`config.mk`:
```
export PLATFORM = sky130hd
export DESIGN_NAME = rvsp_core_multiciclo
export DESIGN_NICKNAME = d
export VERILOG_FILES = /design/src/rtl/rvsp_core_multiciclo.sv
export SDC_FILE = /design/constraint.sdc
export NUM_CORES = 2
export LEC_CHECK = 0
export CORE_UTILIZATION = 55
export CTS_CLUSTER_SIZE = 20
export DETAILED_ROUTE_END_ITERATION = 16
export PLACE_DENSITY_LB_ADDON = 0.12
export SYNTH_ARGS = -nofsm -noshare
export SYNTH_HDL_FRONTEND = slang
export SYNTH_SLANG_ARGS = --single-unit
export TNS_END_PERCENT = 20
```
`constraint.sdc`:
```
create_clock -name clk -period 113 [get_ports clk]
set_input_delay 11.3 -clock clk [delete_from_list [all_inputs] [get_ports clk]]
set_output_delay 11.3 -clock clk [all_outputs]
set_load 0.02 [all_outputs]
```
`src/rtl/rvsp_core_multiciclo.sv`:
```
// Multi-cycle RV32I-subset core: FETCH/DECODE/EXEC/MEM/WB over shared ALU and regfile.
// Optional debug probes are enabled by defining RVSP_DEBUG_PORTS_EN.
module rvsp_core_multiciclo #(
    parameter int              XLEN     = 32,
    parameter int              NREGS    = 32,
    parameter int              ADDR_W   = 32,
    parameter longint unsigned RESET_PC = 0
) (
    input  logic              clk,
    input  logic              rst,
    output logic              imem_req,
    output logic [ADDR_W-1:0] imem_addr,
    input  logic [31:0]       imem_rdata,
    input  logic              imem_ready,
    output logic              dmem_req,
    output logic              dmem_we,
    output logic [ADDR_W-1:0] dmem_addr,
    output logic [XLEN-1:0]   dmem_wdata,
    input  logic [XLEN-1:0]   dmem_rdata,
    input  logic              dmem_ready,
    output logic              halted,
    output logic              retire
`ifdef RVSP_DEBUG_PORTS_EN
    ,
    output logic [ADDR_W-1:0] dbg_pc,
    output logic [31:0]       dbg_ir,
    output logic [2:0]        dbg_state,
    output logic [XLEN-1:0]   dbg_alu_res,
    output logic              dbg_wb_en,
    output logic [4:0]        dbg_wb_idx,
    output logic [XLEN-1:0]   dbg_wb_data
`endif
);

    localparam int IW  = (NREGS > 1) ? $clog2(NREGS) : 1;
    localparam int SHW = $clog2(XLEN);
    localparam logic [5:0] NR = 6'(NREGS);

    typedef enum logic [2:0] {
        FETCH  = 3'd0,
        DECODE = 3'd1,
        EXEC   = 3'd2,
        MEM    = 3'd3,
        WB     = 3'd4,
        HALT   = 3'd5
    } state_t;

    state_t state, state_d;

    logic              run;
    logic [ADDR_W-1:0] pc, pc_d, pc_add, target, jt;
    logic [31:0]       ir, imm32;
    logic [XLEN-1:0]   a, b, imm, alu_q, mdr;
    logic [XLEN-1:0]   imm_d, b_op, alu_res, exe_res, rf_wd;
    logic [XLEN-1:0]   rf [NREGS];
    logic [SHW-1:0]    sh;

    logic [6:0] opcode, f7;
    logic [2:0] f3, alu_f3;
    logic [4:0] rd, rs1, rs2;

    logic is_op, is_opi, is_lw, is_sw, is_br;
    logic is_jal, is_jalr, is_lui, is_auipc;
    logic uses_rd, uses_rs1, uses_rs2, legal;
    logic alu_alt, br_taken, eq, lt, ltu;
    logic ir_we, dec_we, exe_we, mdr_we, pc_we, rf_we;

    assign opcode = ir[6:0];
    assign rd     = ir[11:7];
    assign f3     = ir[14:12];
    assign rs1    = ir[19:15];
    assign rs2    = ir[24:20];
    assign f7     = ir[31:25];

    always_comb begin
        is_op    = 1'b0;
        is_opi   = 1'b0;
        is_lw    = opcode == 7'b0000011 && f3 == 3'b010;
        is_sw    = opcode == 7'b0100011 && f3 == 3'b010;
        is_br    = opcode == 7'b1100011 && f3 != 3'b010 && f3 != 3'b011;
        is_jal   = opcode == 7'b1101111;
        is_jalr  = opcode == 7'b1100111 && f3 == 3'b000;
        is_lui   = opcode == 7'b0110111;
        is_auipc = opcode == 7'b0010111;
        if (opcode == 7'b0110011) begin
            is_op = f7 == 7'b0000000 ||
                    (f7 == 7'b0100000 && (f3 == 3'b000 || f3 == 3'b101));
        end
        if (opcode == 7'b0010011) begin
            unique case (f3)
                3'b001:  is_opi = f7 == 7'b0000000;
                3'b011:  is_opi = 1'b0;
                3'b101:  is_opi = f7 == 7'b0000000 || f7 == 7'b0100000;
                default: is_opi = 1'b1;
            endcase
        end
        uses_rd  = is_op | is_opi | is_lw | is_lui | is_auipc | is_jal | is_jalr;
        uses_rs1 = is_op | is_opi | is_lw | is_sw | is_br | is_jalr;
        uses_rs2 = is_op | is_sw | is_br;
        // ECALL/EBREAK are not in this set, so they halt with the illegals
        legal = (uses_rd | uses_rs1 | is_sw | is_br) &&
                (!uses_rd  || {1'b0, rd}  < NR) &&
                (!uses_rs1 || {1'b0, rs1} < NR) &&
                (!uses_rs2 || {1'b0, rs2} < NR);
    end

    always_comb begin
        imm32 = {{20{ir[31]}}, ir[31:20]};
        unique case (1'b1)
            is_sw:            imm32 = {{20{ir[31]}}, ir[31:25], ir[11:7]};
            is_br:            imm32 = {{20{ir[31]}}, ir[7], ir[30:25], ir[11:8], 1'b0};
            is_lui, is_auipc: imm32 = {ir[31:12], 12'b0};
            is_jal:           imm32 = {{12{ir[31]}}, ir[19:12], ir[20], ir[30:21], 1'b0};
            default: ;
        endcase
    end

    assign imm_d  = XLEN'($signed(imm32));
    assign pc_add = pc + ((state == DECODE) ? ADDR_W'(imm_d) : ADDR_W'(4));

    assign b_op    = (is_op || is_br) ? b : imm;
    assign sh      = b_op[SHW-1:0];
    assign alu_f3  = (is_op || is_opi) ? f3 : 3'b000;
    assign alu_alt = (is_op || (is_opi && f3 == 3'b101)) ? f7[5] : 1'b0;

    always_comb begin
        unique case (alu_f3)
            3'b000: alu_res = alu_alt ? a - b_op : a + b_op;
            3'b001: alu_res = a << sh;
            3'b010: alu_res = XLEN'($signed(a) < $signed(b_op));
            3'b011: alu_res = XLEN'(a < b_op);
            3'b100: alu_res = a ^ b_op;
            3'b101: alu_res = alu_alt ? XLEN'($signed(a) >>> sh) : a >> sh;
            3'b110: alu_res = a | b_op;
            3'b111: alu_res = a & b_op;
        endcase
    end

    assign eq  = a == b;
    assign lt  = $signed(a) < $signed(b);
    assign ltu = a < b;

    always_comb begin
        br_taken = 1'b0;
        unique case (f3)
            3'b000:  br_taken = eq;
            3'b001:  br_taken = !eq;
            3'b100:  br_taken = lt;
            3'b101:  br_taken = !lt;
            3'b110:  br_taken = ltu;
            3'b111:  br_taken = !ltu;
            default: br_taken = 1'b0;
        endcase
    end

    assign jt = is_jalr ? (ADDR_W'(alu_res) & ~ADDR_W'(1)) : target;

    always_comb begin
        exe_res = alu_res;
        if (is_lui)   exe_res = imm;
        if (is_auipc) exe_res = XLEN'(target);
    end

    always_ff @(posedge clk or posedge rst) begin
        if (rst) state <= FETCH;
        else     state <= state_d;
    end

    always_comb begin
        state_d  = state;
        imem_req = 1'b0;
        dmem_req = 1'b0;
        dmem_we  = 1'b0;
        halted   = 1'b0;
        retire   = 1'b0;
        ir_we    = 1'b0;
        dec_we   = 1'b0;
        exe_we   = 1'b0;
        mdr_we   = 1'b0;
        pc_we    = 1'b0;
        pc_d     = pc_add;
        rf_we    = 1'b0;
        rf_wd    = alu_q;
        unique case (state)
            FETCH: begin
                imem_req = run;
                if (run && imem_ready) begin
                    ir_we   = 1'b1;
                    state_d = DECODE;
                end
            end
            DECODE: begin
                dec_we  = 1'b1;
                state_d = legal ? EXEC : HALT;
            end
            EXEC: begin
                unique case (1'b1)
                    is_br: begin
                        if (br_taken && target[1]) begin
                            state_d = HALT;
                        end else begin
                            pc_we   = 1'b1;
                            pc_d    = br_taken ? target : pc_add;
                            retire  = 1'b1;
                            state_d = FETCH;
                        end
                    end
                    is_jal, is_jalr: begin
                        if (jt[1]) begin
                            state_d = HALT;
                        end else begin
                            pc_we   = 1'b1;
                            pc_d    = jt;
                            rf_we   = 1'b1;
                            rf_wd   = XLEN'(pc_add);
                            retire  = 1'b1;
                            state_d = FETCH;
                        end
                    end
                    is_lw, is_sw: begin
                        if (alu_res[1:0] != 2'b00) begin
                            state_d = HALT;
                        end else begin
                            exe_we  = 1'b1;
                            state_d = MEM;
                        end
                    end
                    default: begin
                        exe_we  = 1'b1;
                        state_d = WB;
                    end
                endcase
            end
            MEM: begin
                dmem_req = 1'b1;
                dmem_we  = is_sw;
                if (dmem_ready) begin
                    if (is_sw) begin
                        pc_we   = 1'b1;
                        retire  = 1'b1;
                        state_d = FETCH;
                    end else begin
                        mdr_we  = 1'b1;
                        state_d = WB;
                    end
                end
            end
            WB: begin
                rf_we   = 1'b1;
                rf_wd   = is_lw ? mdr : alu_q;
                pc_we   = 1'b1;
                retire  = 1'b1;
                state_d = FETCH;
            end
            HALT: halted = 1'b1;
            default: state_d = HALT;
        endcase
    end

    // run holds off the first fetch request until the cycle after reset
    always_ff @(posedge clk or posedge rst) begin
        if (rst) begin
            run    <= 1'b0;
            pc     <= ADDR_W'(RESET_PC);
            ir     <= '0;
            a      <= '0;
            b      <= '0;
            imm    <= '0;
            target <= '0;
            alu_q  <= '0;
            mdr    <= '0;
        end else begin
            run <= 1'b1;
            if (ir_we) ir <= imem_rdata;
            if (dec_we) begin
                a      <= rf[rs1[IW-1:0]];
                b      <= rf[rs2[IW-1:0]];
                imm    <= imm_d;
                target <= pc_add;
            end
            if (exe_we) alu_q <= exe_res;
            if (mdr_we) mdr <= dmem_rdata;
            if (pc_we)  pc <= pc_d;
        end
    end

    always_ff @(posedge clk or posedge rst) begin
        if (rst) begin
            for (int i = 0; i < NREGS; i++) rf[i] <= '0;
        end else if (rf_we && rd != 5'd0) begin
            rf[rd[IW-1:0]] <= rf_wd;
        end
    end

    assign imem_addr  = pc;
    assign dmem_addr  = ADDR_W'(alu_q);
    assign dmem_wdata = b;

`ifdef RVSP_DEBUG_PORTS_EN
    assign dbg_pc      = pc;
    assign dbg_ir      = ir;
    assign dbg_state   = state;
    assign dbg_alu_res = alu_res;
    assign dbg_wb_en   = rf_we && rd != 5'd0;
    assign dbg_wb_idx  = rd;
    assign dbg_wb_data = rf_wd;
`endif

endmodule

```
Word-level counts from Yosys, hierarchy flattened
Cells that the tools add are included.

storage, ports and cells
  flip-flop bits (word level) = 1,284
  input bits = 68
  output and inout port bits = 101
  logic and storage cells = 203

cells by class
  $add $sub $neg = 3
  order comparisons = 8
  equal/unequal tests = 34
  shift-type cells = 3
  muxes and demuxes = 63
  bitwise operators = 19
  reduce and logical (&&, ||, !) cells = 31

operators by type and width
  cell                  count
  $bwmux W1024          1
  $mux W32              19
  $bmux W32 S5          2
  $pmux W32 S8          1
  $demux W32 S5         1
  $lt A32 B32 Y1        4
  $pmux W32 S2          2
  $pmux W31 S4          1
  $add A32 B32 Y32      2
  $and A32 B32 Y32      1
  $eq A32 B32 Y1        1
  $or A32 B32 Y32       1
  $shl A32 B5 Y32       1
  $shr A32 B5 Y32       1
  $sshr A32 B5 Y32      1
  $sub A32 B32 Y32      1
  $xor A32 B32 Y32      1
  $eq A3 B3 Y1 const B  10
  $eq A7 B6 Y1 const B  4
  $mux W3               8
  $eq A7 B7 Y1 const B  3
  $mux W1               20
  $eq A3 B2 Y1 const B  6
  $ge A6 B6 Y1 const B  3
  24 further kinds      66

Longest topological paths before layout
  depth in word-level cells = 16
  depth in mapped cells = 27
  gate-level depth less buffers = 23

Least setup slack after synthesis
No wires, ideal clock.

  kind = input port to output port
  start = in dmem_ready
  end = out retire
  data arrival time = 11.990 ns
  required time = 101.700 ns
  path slack = 89.710 ns
  stages on the path = 4
  path buffers = 1
  cell sequence = and3_1 > nor3_4 > inv_2 > buf_2

between the ends
  longest elaborated chain between the ends = 2

RTL lines
  element          RTL line  text
  start, declared  20        input logic dmem_ready,
  $mux W1          237       if (dmem_ready) begin
  $pmux W1 S3      184       unique case (state)
  end, declared    22        output logic retire

No other way between the ends.

Worst setup path in the final report
Ends and elaborated chain as after synthesis.

==> out/results.ini <==
[synthesis]
syn_avg_cell_area_um2 = 10.4
synth_area_mm2 = 0.0745
synth_simple_gate_area_share_pct = 10.6
ys.warnings.count = 0
synth_cell_types = 90
synthXorXnorAreaFrac_pct = 0.729
synth_fp_nets = 7399
synth_top_family_by_area = multiplexers
synthCells = 7175
synth-compound-area-share_pct = 15.3
seq_area_frac_synth_pct = 43.1
synth_adder_area_share_pct = 2.64
synth_edf_count = 0
synth_async_sr_flop_share_pct = 100
synth.area.mux_share_pct = 23.3
yosys_most_used_dff = dfrtp_1
synth_seq_cells = 1284

[sta]
setup-tns-final_ps = 0
fin_crit_sh_pct = 21.7
clock_skew_ps = 36.3
drv_slew = 0
finalSetupViolCount = 0
hold_violations = 0
rsz0062_at_grt = no
tightest_slew_ps = 1420
relSlewSlack_pct = 5.30
period_minus_slack_ps = 24500
max_freq_ghz = 0.0408
holdWs_ps = 397

[grt]
grt_pass1_wl_um = 415000
grt_max_degree = 167
grt.met1_usage_pct = 58.6
grt_use_met3_pct = 9.96
grt-busiest-layer = met2
antenna_found_initial = 15
use_met2_pct = 62.9
grt_pass1_vias = 58700
overflow = 0
grt_usage_pct = 42.1

[cts]
cts_max_level = 4
cts_buffers = 141
cts_buffer_depth = 3
ctsResizeCount = 0
holdBufCountCts = 0
post-cts-setup-buffer-count = 0
cts_sinks = 1284
cts_tree = done
clk_pin_slew_ps = 60
clk_latency_ps = 800
root_buffer = clkbuf_16

[flow_run]
drv_cap = 0

[place]
gp_congestion = 1.10
io_buffers = 168
dp.cells = 8572
dpl.hpwl_um = 190000

[die]
rows = 134
die_area_mm2 = 0.137
core-area_mm2 = 0.134
io_pins = 169
die_width_um = 370
die_y_um = 370
start_util_pct = 55.6

[drt]
vias = 60500
drt_iter0_markers = 7985
antenna_left = 0
drc = 0
viasPerCell = 6.85
wl_per_cell_um = 32.3
wl_um = 285000
dr.pass1.iters = 8

[critical_path]
end_kind = primary output
critical_path.startpoint_type = input pin
required_ps = 101700
worstPathArrival_ps = 13200
path_max_fanout = 17
crit_type = input pin to primary output

[layout]
fillers = 11000
nets = 7171
layout_common_cells = nand2_1, dfrtp_1, o21ai_0, mux4_2, nor2_1
layout_commonest_cell = nand2_1
area_delta_synth_final_pct = 10.3
drive_gt1_share_pct = 16.9
fin_cells = 8826

[min_path]
min_path_type = register to register

[outcome]
status = completed

[power]
peakVddDrop_v = 0.0000126
total_leakage_power_nw = 34.6
power_density_mw_per_mm2 = 11.6

## stage by stage
| step | instance area, µm² | util, % | power, mW | worst slack [ps] |
|---|---|---|---|---|
| after floorplan | 74500 | - | 0.476 | 65510 |
| after global placement | 77400 | 57.8 | 0.481 | 88560 |
| after detailed placement | 77400 | 57.8 | 0.481 | 88550 |
| after CTS | 82200 | 61.4 | 0.955 | 88540 |
| after global routing | 82200 | 61.4 | 0.973 | 88440 |
| final | 82200 | 61.4 | 0.951 | 88500 |
## worst max-delay path, stage by stage
cell,delay [ps]
clkdlybuf4s50_1,560
and3_1,270
nor3_4,60
inv_2,320
clkdlybuf4s50_1,690
## final cells by class
| cell class | count | area [µm²] | area share, % |
|---|---|---|---|
| diodes | 3 | 7.51 | 0.00913 |
| clock buffers | 212 | 4180 | 5.08 |
| clock inverters | 39 | 596 | 0.724 |
| inverters | 145 | 552 | 0.671 |
| multi-input cells | 5074 | 39700 | 48.3 |
| flip-flops and latches | 1284 | 32200 | 39.1 |
| well taps | 1768 | 2210 | 2.69 |
| repair buffers | 301 | 2760 | 3.35 |
## cells by family after synthesis
family,after synthesis
compound gates,1995
xor+xnor,62
fa+ha+maj,156
buf+inv,817
flops,1284
mux,925
other cells,1
simple gates,1935
## path summary, 6_finish.rpt
check	from	endpoint	slack (ps)	depth (start not counted)
worst max-delay path	dmem_ready	retire	88500	5
worst min-delay path	rf[1010]	rf[1010]	400	0
worst max register to register	ir[14]	rf[63]	104870	22
worst min register to register	rf[1010]	rf[1010]	400	0
max in group asynchronous	rst	ir[15]	97830	6
min in group asynchronous	rst	rf[998]	11120	2
## cell usage after synthesis, types with 42 or more instances
library cell	number	area share, %
a211oi_1	54	0.54
a21o_1	106	1.1
a21oi_1	252	1.7
buf_1	73	0.37
buf_2	51	0.34
clkbuf_1	535	2.7
dfrtp_1	1284	43
ha_1	154	2.6
inv_1	140	0.71
mux2_2	88	1.3
mux2i_1	195	2.6
mux4_2	640	19
nand2_1	1420	7.2
nand3_1	42	0.28
nor2_1	264	1.3
o21ai_0	1229	8.3
## power breakdown
| part | internal, mW | switching (mW) | leakage, nW |
|---|---|---|---|
| registers | 0.460 | 0.0000153 | 17.8 |
| logic | 0.00249 | 0.00959 | 14.4 |
| clock network | 0.276 | 0.203 | 2.34 |
## registers in the layout, indices dropped and copies added, names as in the netlist
| signal | count |
|---|---|
| run | 1 |
| rf | 1024 |
| dmem_wdata | 32 |
| imem_addr | 32 |
| mdr | 32 |
| a | 32 |
| target | 32 |
| state | 3 |
| ir | 32 |
| dmem_addr | 32 |
| imm | 32 |
## metal layers
| layer | wire length [µm] | part of all wire, % | vias up |
|---|---|---|---|
| met4 | 15400 | 5.4 | 10 |
| met5 | 81 | 0.028 | - |
| met1 | 112000 | 39 | 30600 |
| li1 | - | - | 25600 |
| met3 | 30800 | 11 | 753 |
| met2 | 127000 | 45 | 3474 |
No activity file was read; power rests on OpenSTA's default activity.
